$ cat config.mk
export PLATFORM = sky130hd
export DESIGN_NAME = i2c_slave_regfile
export DESIGN_NICKNAME = d
export VERILOG_FILES = /design/src/rtl/i2c_slave_regfile.sv
export SDC_FILE = /design/constraint.sdc
export NUM_CORES = 2
export LEC_CHECK = 0
export BUFFER_PORTS_ARGS = -buffer_cell sky130_fd_sc_hd__buf_2
export CELL_PAD_IN_SITES_DETAIL_PLACEMENT = 0
export CELL_PAD_IN_SITES_GLOBAL_PLACEMENT = 1
export CORE_UTILIZATION = 31
export DETAILED_ROUTE_END_ITERATION = 12
export PLACE_DENSITY_LB_ADDON = 0.2
export SLEW_MARGIN = 20
export SYNTH_ARGS = -nofsm -noshare
export SYNTH_HDL_FRONTEND = slang
export SYNTH_SLANG_ARGS = --single-unit
$ cat constraint.sdc
create_clock -name clk -period 6.4 [get_ports clk]
set_input_delay 0.32 -clock clk [delete_from_list [all_inputs] [get_ports clk]]
set_output_delay 0.32 -clock clk [all_outputs]
set_load 0.05 [all_outputs]
$ cat src/rtl/i2c_slave_regfile.sv
// I2C target emulating a 128 x 8 register map (MPU6050 style) with auto-incrementing pointer,
// plus a fabric port to preload registers and observe completed I2C writes.
`timescale 1ns/1ps
module i2c_slave_regfile #(
    parameter logic [6:0] DEV_ADDR   = 7'h68,
    parameter logic [7:0] WHOAMI_VAL = 8'h68
) (
    input  logic       clk,
    input  logic       reset,
    input  logic       SCL,
    input  logic       SDA_in,
    output logic       SDA_out,
    output logic       Tristate,
    input  logic       host_we,
    input  logic [6:0] host_addr,
    input  logic [7:0] host_wdata,
    output logic       wr_strobe,
    output logic [6:0] wr_addr,
    output logic [7:0] wr_data,
    output logic       busy
);

    localparam int unsigned AW    = 7;
    localparam int unsigned DW    = 8;
    localparam int unsigned DEPTH = 1 << AW;
    localparam int unsigned CW    = 4;

    typedef enum logic [3:0] {
        S_IDLE, S_ADDR, S_ADDR_ACK, S_REG, S_REG_ACK,
        S_WDATA, S_WDATA_ACK, S_RDATA, S_RDATA_ACK, S_WAIT_STOP
    } state_t;

    logic          r_scl_s1, r_scl_s2, r_scl_d;
    logic          r_sda_s1, r_sda_s2, r_sda_d;
    logic          w_scl_rise, w_scl_fall, w_start, w_stop;

    state_t        r_state, w_state_nxt;
    logic [AW-1:0] r_ptr, w_ptr_nxt;
    logic [DW-1:0] r_shift, w_shift_nxt;
    logic [CW-1:0] r_cnt, w_cnt_nxt;
    logic          r_rw, w_rw_nxt;
    logic          r_tristate, w_tristate_nxt;
    logic          r_busy, w_busy_nxt;
    logic          r_strobe, w_strobe_nxt;
    logic [AW-1:0] r_wr_addr, w_wr_addr_nxt;
    logic [DW-1:0] r_wr_data, w_wr_data_nxt;
    logic          w_i2c_we;
    logic [DW-1:0] w_byte;
    logic [DW-1:0] w_rd_byte;

    logic [DW-1:0] r_regfile [DEPTH];

    // Bus lines idle high, so synchronizers reset to 1 to avoid phantom edges after reset.
    always_ff @(posedge clk or negedge reset) begin
        if (!reset) begin
            r_scl_s1 <= 1'b1;
            r_scl_s2 <= 1'b1;
            r_scl_d  <= 1'b1;
            r_sda_s1 <= 1'b1;
            r_sda_s2 <= 1'b1;
            r_sda_d  <= 1'b1;
        end else begin
            r_scl_s1 <= SCL;
            r_scl_s2 <= r_scl_s1;
            r_scl_d  <= r_scl_s2;
            r_sda_s1 <= SDA_in;
            r_sda_s2 <= r_sda_s1;
            r_sda_d  <= r_sda_s2;
        end
    end

    assign w_scl_rise = r_scl_s2 & ~r_scl_d;
    assign w_scl_fall = ~r_scl_s2 & r_scl_d;
    assign w_start    = r_scl_s2 & r_scl_d & r_sda_d & ~r_sda_s2;
    assign w_stop     = r_scl_s2 & r_scl_d & ~r_sda_d & r_sda_s2;
    assign w_byte     = {r_shift[DW-2:0], r_sda_s2};
    assign w_rd_byte  = r_regfile[r_ptr];

    always_ff @(posedge clk or negedge reset) begin
        if (!reset) begin
            r_state    <= S_IDLE;
            r_ptr      <= '0;
            r_shift    <= '0;
            r_cnt      <= '0;
            r_rw       <= 1'b0;
            r_tristate <= 1'b0;
            r_busy     <= 1'b0;
            r_strobe   <= 1'b0;
            r_wr_addr  <= '0;
            r_wr_data  <= '0;
        end else begin
            r_state    <= w_state_nxt;
            r_ptr      <= w_ptr_nxt;
            r_shift    <= w_shift_nxt;
            r_cnt      <= w_cnt_nxt;
            r_rw       <= w_rw_nxt;
            r_tristate <= w_tristate_nxt;
            r_busy     <= w_busy_nxt;
            r_strobe   <= w_strobe_nxt;
            r_wr_addr  <= w_wr_addr_nxt;
            r_wr_data  <= w_wr_data_nxt;
        end
    end

    // ACK states use the first SCL fall to start driving and the second to release.
    always_comb begin
        w_state_nxt    = r_state;
        w_ptr_nxt      = r_ptr;
        w_shift_nxt    = r_shift;
        w_cnt_nxt      = r_cnt;
        w_rw_nxt       = r_rw;
        w_tristate_nxt = r_tristate;
        w_busy_nxt     = r_busy;
        w_strobe_nxt   = 1'b0;
        w_wr_addr_nxt  = r_wr_addr;
        w_wr_data_nxt  = r_wr_data;
        w_i2c_we       = 1'b0;

        if (w_stop) begin
            w_state_nxt    = S_IDLE;
            w_busy_nxt     = 1'b0;
            w_tristate_nxt = 1'b0;
            w_cnt_nxt      = '0;
        end else if (w_start) begin
            w_state_nxt    = S_ADDR;
            w_tristate_nxt = 1'b0;
            w_cnt_nxt      = '0;
        end else begin
            case (r_state)
                S_ADDR: begin
                    if (w_scl_rise) begin
                        w_shift_nxt = w_byte;
                        if (r_cnt == CW'(7)) begin
                            w_cnt_nxt = '0;
                            if (w_byte[DW-1:1] == DEV_ADDR) begin
                                w_rw_nxt    = w_byte[0];
                                w_busy_nxt  = 1'b1;
                                w_state_nxt = S_ADDR_ACK;
                            end else begin
                                w_state_nxt = S_WAIT_STOP;
                            end
                        end else begin
                            w_cnt_nxt = r_cnt + CW'(1);
                        end
                    end
                end
                S_ADDR_ACK: begin
                    if (w_scl_fall) begin
                        if (!r_tristate) begin
                            w_tristate_nxt = 1'b1;
                        end else if (r_rw) begin
                            w_shift_nxt    = w_rd_byte;
                            w_tristate_nxt = ~w_rd_byte[DW-1];
                            w_cnt_nxt      = '0;
                            w_state_nxt    = S_RDATA;
                        end else begin
                            w_tristate_nxt = 1'b0;
                            w_cnt_nxt      = '0;
                            w_state_nxt    = S_REG;
                        end
                    end
                end
                S_REG: begin
                    if (w_scl_rise) begin
                        w_shift_nxt = w_byte;
                        if (r_cnt == CW'(7)) begin
                            w_cnt_nxt   = '0;
                            w_ptr_nxt   = w_byte[AW-1:0];
                            w_state_nxt = S_REG_ACK;
                        end else begin
                            w_cnt_nxt = r_cnt + CW'(1);
                        end
                    end
                end
                S_REG_ACK, S_WDATA_ACK: begin
                    if (w_scl_fall) begin
                        if (!r_tristate) begin
                            w_tristate_nxt = 1'b1;
                        end else begin
                            w_tristate_nxt = 1'b0;
                            w_cnt_nxt      = '0;
                            w_state_nxt    = S_WDATA;
                        end
                    end
                end
                S_WDATA: begin
                    if (w_scl_rise) begin
                        w_shift_nxt = w_byte;
                        if (r_cnt == CW'(7)) begin
                            w_cnt_nxt     = '0;
                            w_i2c_we      = 1'b1;
                            w_strobe_nxt  = 1'b1;
                            w_wr_addr_nxt = r_ptr;
                            w_wr_data_nxt = w_byte;
                            w_ptr_nxt     = r_ptr + AW'(1);
                            w_state_nxt   = S_WDATA_ACK;
                        end else begin
                            w_cnt_nxt = r_cnt + CW'(1);
                        end
                    end
                end
                S_RDATA: begin
                    if (w_scl_rise && r_cnt != CW'(8)) begin
                        w_cnt_nxt = r_cnt + CW'(1);
                    end else if (w_scl_fall && r_cnt == CW'(8)) begin
                        w_tristate_nxt = 1'b0;
                        w_cnt_nxt      = '0;
                        w_ptr_nxt      = r_ptr + AW'(1);
                        w_state_nxt    = S_RDATA_ACK;
                    end else if (w_scl_fall && r_cnt != '0) begin
                        w_shift_nxt    = {r_shift[DW-2:0], 1'b0};
                        w_tristate_nxt = ~r_shift[DW-2];
                    end
                end
                S_RDATA_ACK: begin
                    // r_cnt doubles as a flag that the master ACKed and the next byte is loaded.
                    if (w_scl_rise) begin
                        if (r_sda_s2) begin
                            w_state_nxt = S_WAIT_STOP;
                        end else begin
                            w_shift_nxt = w_rd_byte;
                            w_cnt_nxt   = CW'(1);
                        end
                    end else if (w_scl_fall && r_cnt == CW'(1)) begin
                        w_tristate_nxt = ~r_shift[DW-1];
                        w_cnt_nxt      = '0;
                        w_state_nxt    = S_RDATA;
                    end
                end
                default: ;
            endcase
        end
    end

    // I2C write is applied after the host write so it wins on an address collision.
    always_ff @(posedge clk or negedge reset) begin
        if (!reset) begin
            for (int unsigned i = 0; i < DEPTH; i++) begin
                r_regfile[AW'(i)] <= (i == 32'h75) ? WHOAMI_VAL :
                                     (i == 32'h6B) ? 8'h40 : 8'h00;
            end
        end else begin
            if (host_we) begin
                r_regfile[host_addr] <= host_wdata;
            end
            if (w_i2c_we) begin
                r_regfile[r_ptr] <= w_byte;
            end
        end
    end

    assign SDA_out   = 1'b0;
    assign Tristate  = r_tristate;
    assign busy      = r_busy;
    assign wr_strobe = r_strobe;
    assign wr_addr   = r_wr_addr;
    assign wr_data   = r_wr_data;

endmodule

==> Flow_metrics.wiki <==
{| class="wikitable"
! Metric !! Value
|-
| Net count after synthesis || ~5700
|-
| Path type of the worst setup path || reg -> reg
|-
| Count of maximum capacitance violations || 0
|-
| Number of port buffers || 37
|-
| Share of final-layout standard cells stronger than drive strength 1 || 0.112
|-
| Routed Wire Length || ~230 mm
|-
| Fin Clk Skew || roughly 0.026 ns
|-
| Instance count of the mapped netlist || ~5700
|-
| Detail Route Antenna Nets || 0
|-
| Post-Layout Cell Count || 8101
|-
| Setup Fix Bufs, Post-CTS || 0
|-
| CTS clock-pin slew for the worst setup and hold paths || ~0.06 ns
|-
| Final clock period utilization by the worst path || 0.658
|-
| Vertical die dimension || 439 µm
|-
| Required time of the critical path || between 7 and 8 ns
|-
| Vias in the first global route || roughly 42000
|-
| Largest cells by area after synthesis || dfrtp_1 (45%), mux2i_1 (18%), a21oi_1 (8.9%), mux4_2 (7.6%), nor2_1 (7.0%)
|-
| Initial antenna violation count || 6
|-
| Outcome || completed
|-
| Share of flip-flops with an asynchronous set or reset || 1.00
|-
| Buffer and inverter count on the worst path || 1
|-
| First-pass GRT wire length || between 300 and 400 mm
|-
| Initial standard-cell utilization of the core || 0.312
|-
| Headroom to the max-slew limit || 0.206
|-
| Combined area of all synthesized cells || between 50000 and 60000 µm²
|-
| Max Clock Freq || 238 MHz
|-
| CP delay by family, top || compound AO/OA/AOI/OAI gates
|-
| Power density cells || just under 300 nW/µm²
|-
| Top fanout value on the critical path || 36
|-
| Sequential share of the synthesized area || 0.453
|-
| Maximum resistive drop on vdd || about 270 µV
|-
| Count of placed standard cells including taps || 7847
|-
| Half-perimeter wire length after placement || 135 mm
|-
| Slew of the pin with the lowest slew margin || 1.19 ns
|-
| Post-detailed-route DRC marker count || 0
|-
| Total Power || about 19 mW
|-
| Total via count after detailed routing || approximately 44000
|-
| FP Rows || 160
|-
| Most instantiated cells after synthesis || nor2_1 (1110), mux2i_1 (1082), dfrtp_1 (1062)
|-
| Filler Cell Count || roughly 19000
|-
| Post-synthesis average cell area || 10.4 µm²
|-
| Cell Chain, Critical Path || nor3b_2 > buf_4 > a22oi_1 > a41oi_1 > nor4_2 > and4_1 > a311o_1
|-
| Unrepaired setup endpoints after global routing || no
|-
| Pre-CTS setup slack || approximately 2.3 ns
|-
| Later-pin clock latency in the skew report || around 0.80 ns
|-
| Congestion Overflow GR || 0
|-
| Max incr delay on CP || 1.03 ns
|-
| Number of detailed-route iterations in the first pass || 6
|-
| Top cell type's share of synthesized area || 0.449
|-
| Most frequent cell after synthesis || nor2_1
|-
| Clock Path Buffers || 3
|-
| Largest net degree at the start of global routing || 141
|-
| Count of endpoints failing hold in the final timing report || 0
|-
| Cell leakage power || roughly 25 nW
|-
| Final GP Congestion || between 0.8 and 0.9
|-
| Number of warnings issued by yosys || 0
|-
| Cell at the slowest stage of the critical path || dfrtp_4
|-
| Area of the core || about 190000 µm²
|-
| Kind of launch point of the worst setup path || register
|-
| Die width || between 400 and 500 µm
|-
| Drt wl/cell || between 20 and 30 µm
|-
| Number of distinct library cells after synthesis || roughly 80
|-
| Maximum level of the CTS H-tree || 4
|-
| Overall die area || just under 200000 µm²
|-
| Number of clock buffers inserted by TritonCTS || between 100 and 150
|-
| Signed area change from the synthesized netlist to the final layout || 10.8%
|-
| Violation count after the first detailed-routing iteration || 4354
|-
| Worst setup EP type || register
|-
| Boundary Pins || 39
|-
| Num Clock Sinks || around 1100
|-
| Setup TNS after final layout || 0 ns
|-
| Per-cell via count in the routed design || between 5 and 6
|-
| Clock tree from TritonCTS || done
|-
| Buffer type at the clock tree root || clkbuf_16
|-
| Final setup violation count || 0
|-
| Synth Register Bits || 1072
|-
| Number of max-slew violations in the final report || 0
|-
| Type of the tightest min-delay check || in -> reg
|-
| Worst hold slack after final layout || about 0.11 ns
|-
| Post-layout nets || around 5500
|-
| Cell type contributing the most total cell area after synthesis || dfrtp_1
|-
| Final worst slack || roughly 2.2 ns
|-
| Overall track demand over capacity in global routing || 0.231
|-
| EDFF count, synth || 0
|-
| Final worst path period need || around 4.2 ns
|-
| Post-synth top flop || dfrtp_1
|-
| Data arrival, critical path || slightly below 5 ns
|}
## flip-flops by register name (all words and copies together), names as in the netlist
register / flops
r_ptr: 7
r_regfile: 1024
busy: 1
r_rw: 1
r_scl_s1: 1
r_sda_d: 1
r_sda_s1: 1
wr_addr: 7
r_shift: 8
r_state: 4
wr_strobe: 1
r_cnt: 4
r_sda_s2: 1
r_scl_d: 1
Tristate: 1
wr_data: 8
r_scl_s2: 1
## cell usage in the layout, fill, tap and decap left out, types with 17 or more instances in the layout
master        n
o21ai_0      25
nand3_1      22
mux4_1       50
nand2_2      20
mux2i_1    1082
a41oi_1      17
mux4_2      199
clkbuf_8     30
nand2_1     270
a21oi_1    1050
nor2_1     1098
clkbuf_1     50
a22oi_1      94
clkbuf_16   139
buf_2        28
buf_4        75
dfrtp_1    1052
## cell families after synthesis
kind of cell / synth area share
adder cells (fa/ha/maj): 0.000845
AO/OA/AOI/OAI: 0.113
other: 0.0000633
multiplexers: 0.282
AND/OR/NAND/NOR: 0.108
XOR/XNOR: 0.000148
buffers and inverters: 0.0425
flip-flops: 0.453
## worst reg2reg max path: stages, from the launching register on
cell and delay, ns:
dfrtp_4 1.03, nor3b_2 0.83, buf_4 0.49, a22oi_1 0.30, a41oi_1 0.73, nor4_2 0.20, and4_1 0.24, a311o_1 0.26
## metrics by stage
stage / utilization / instance area [µm²]
6_report: 0.345 / 65600
5_1_grt: 0.345 / 65600
4_1_cts: 0.345 / 65600
3_5_place_dp: 0.322 / 61100
3_3_place_gp: 0.322 / 61100
2_1_floorplan: - / 59200
## path summary, 6_finish.rpt
kind                                from              to  slack (ns)  depth (start not counted)
max in group asynchronous          reset  r_regfile[898]        4.74                          3
setup / recovery                r_ptr[1]        Tristate        2.19                          7
setup reg to reg                r_ptr[1]        Tristate        2.19                          7
hold reg to reg                 r_sda_s1        r_sda_s2        0.36                          0
min in group asynchronous          reset  r_regfile[758]        0.17                          2
hold / removal             host_wdata[2]  r_regfile[762]        0.11                          3
## routing by layer
metal / up-vias / GRT usage / share of wire
met5: - / 0 / 0
met4: 0 / 0.0728 / 0.030
met3: 299 / 0.0361 / 0.059
met2: 1498 / 0.358 / 0.45
met1: 22300 / 0.329 / 0.46
li1: 20000 / - / -
## final cells by class
cell class                 count  area (µm²)  area share
timing repair buffer         131        1160      0.0177
antenna                        3        7.51    0.000114
multi-input combinational   4126       29900       0.456
clock inverter                29         368     0.00561
inverter                      10        37.5    0.000572
clock buffer                 219        4080      0.0622
sequential                  1072       26900       0.410
tap                         2511        3140      0.0479
## power breakdown
group | switching (mW) | internal [mW] | total [mW]
logic | 2.18 | 0.840 | 3.02
clock network | 3.27 | 4.52 | 7.79
registers | 0.748 | 7.36 | 8.11
total | 6.19 | 12.7 | 18.9
## repair_timing
item                                   CTS  global route
hold buffers                             3             0
gates resized for setup                  0             0
endpoints found under the hold margin   76             0
No activity file was read; power rests on OpenSTA's default activity.
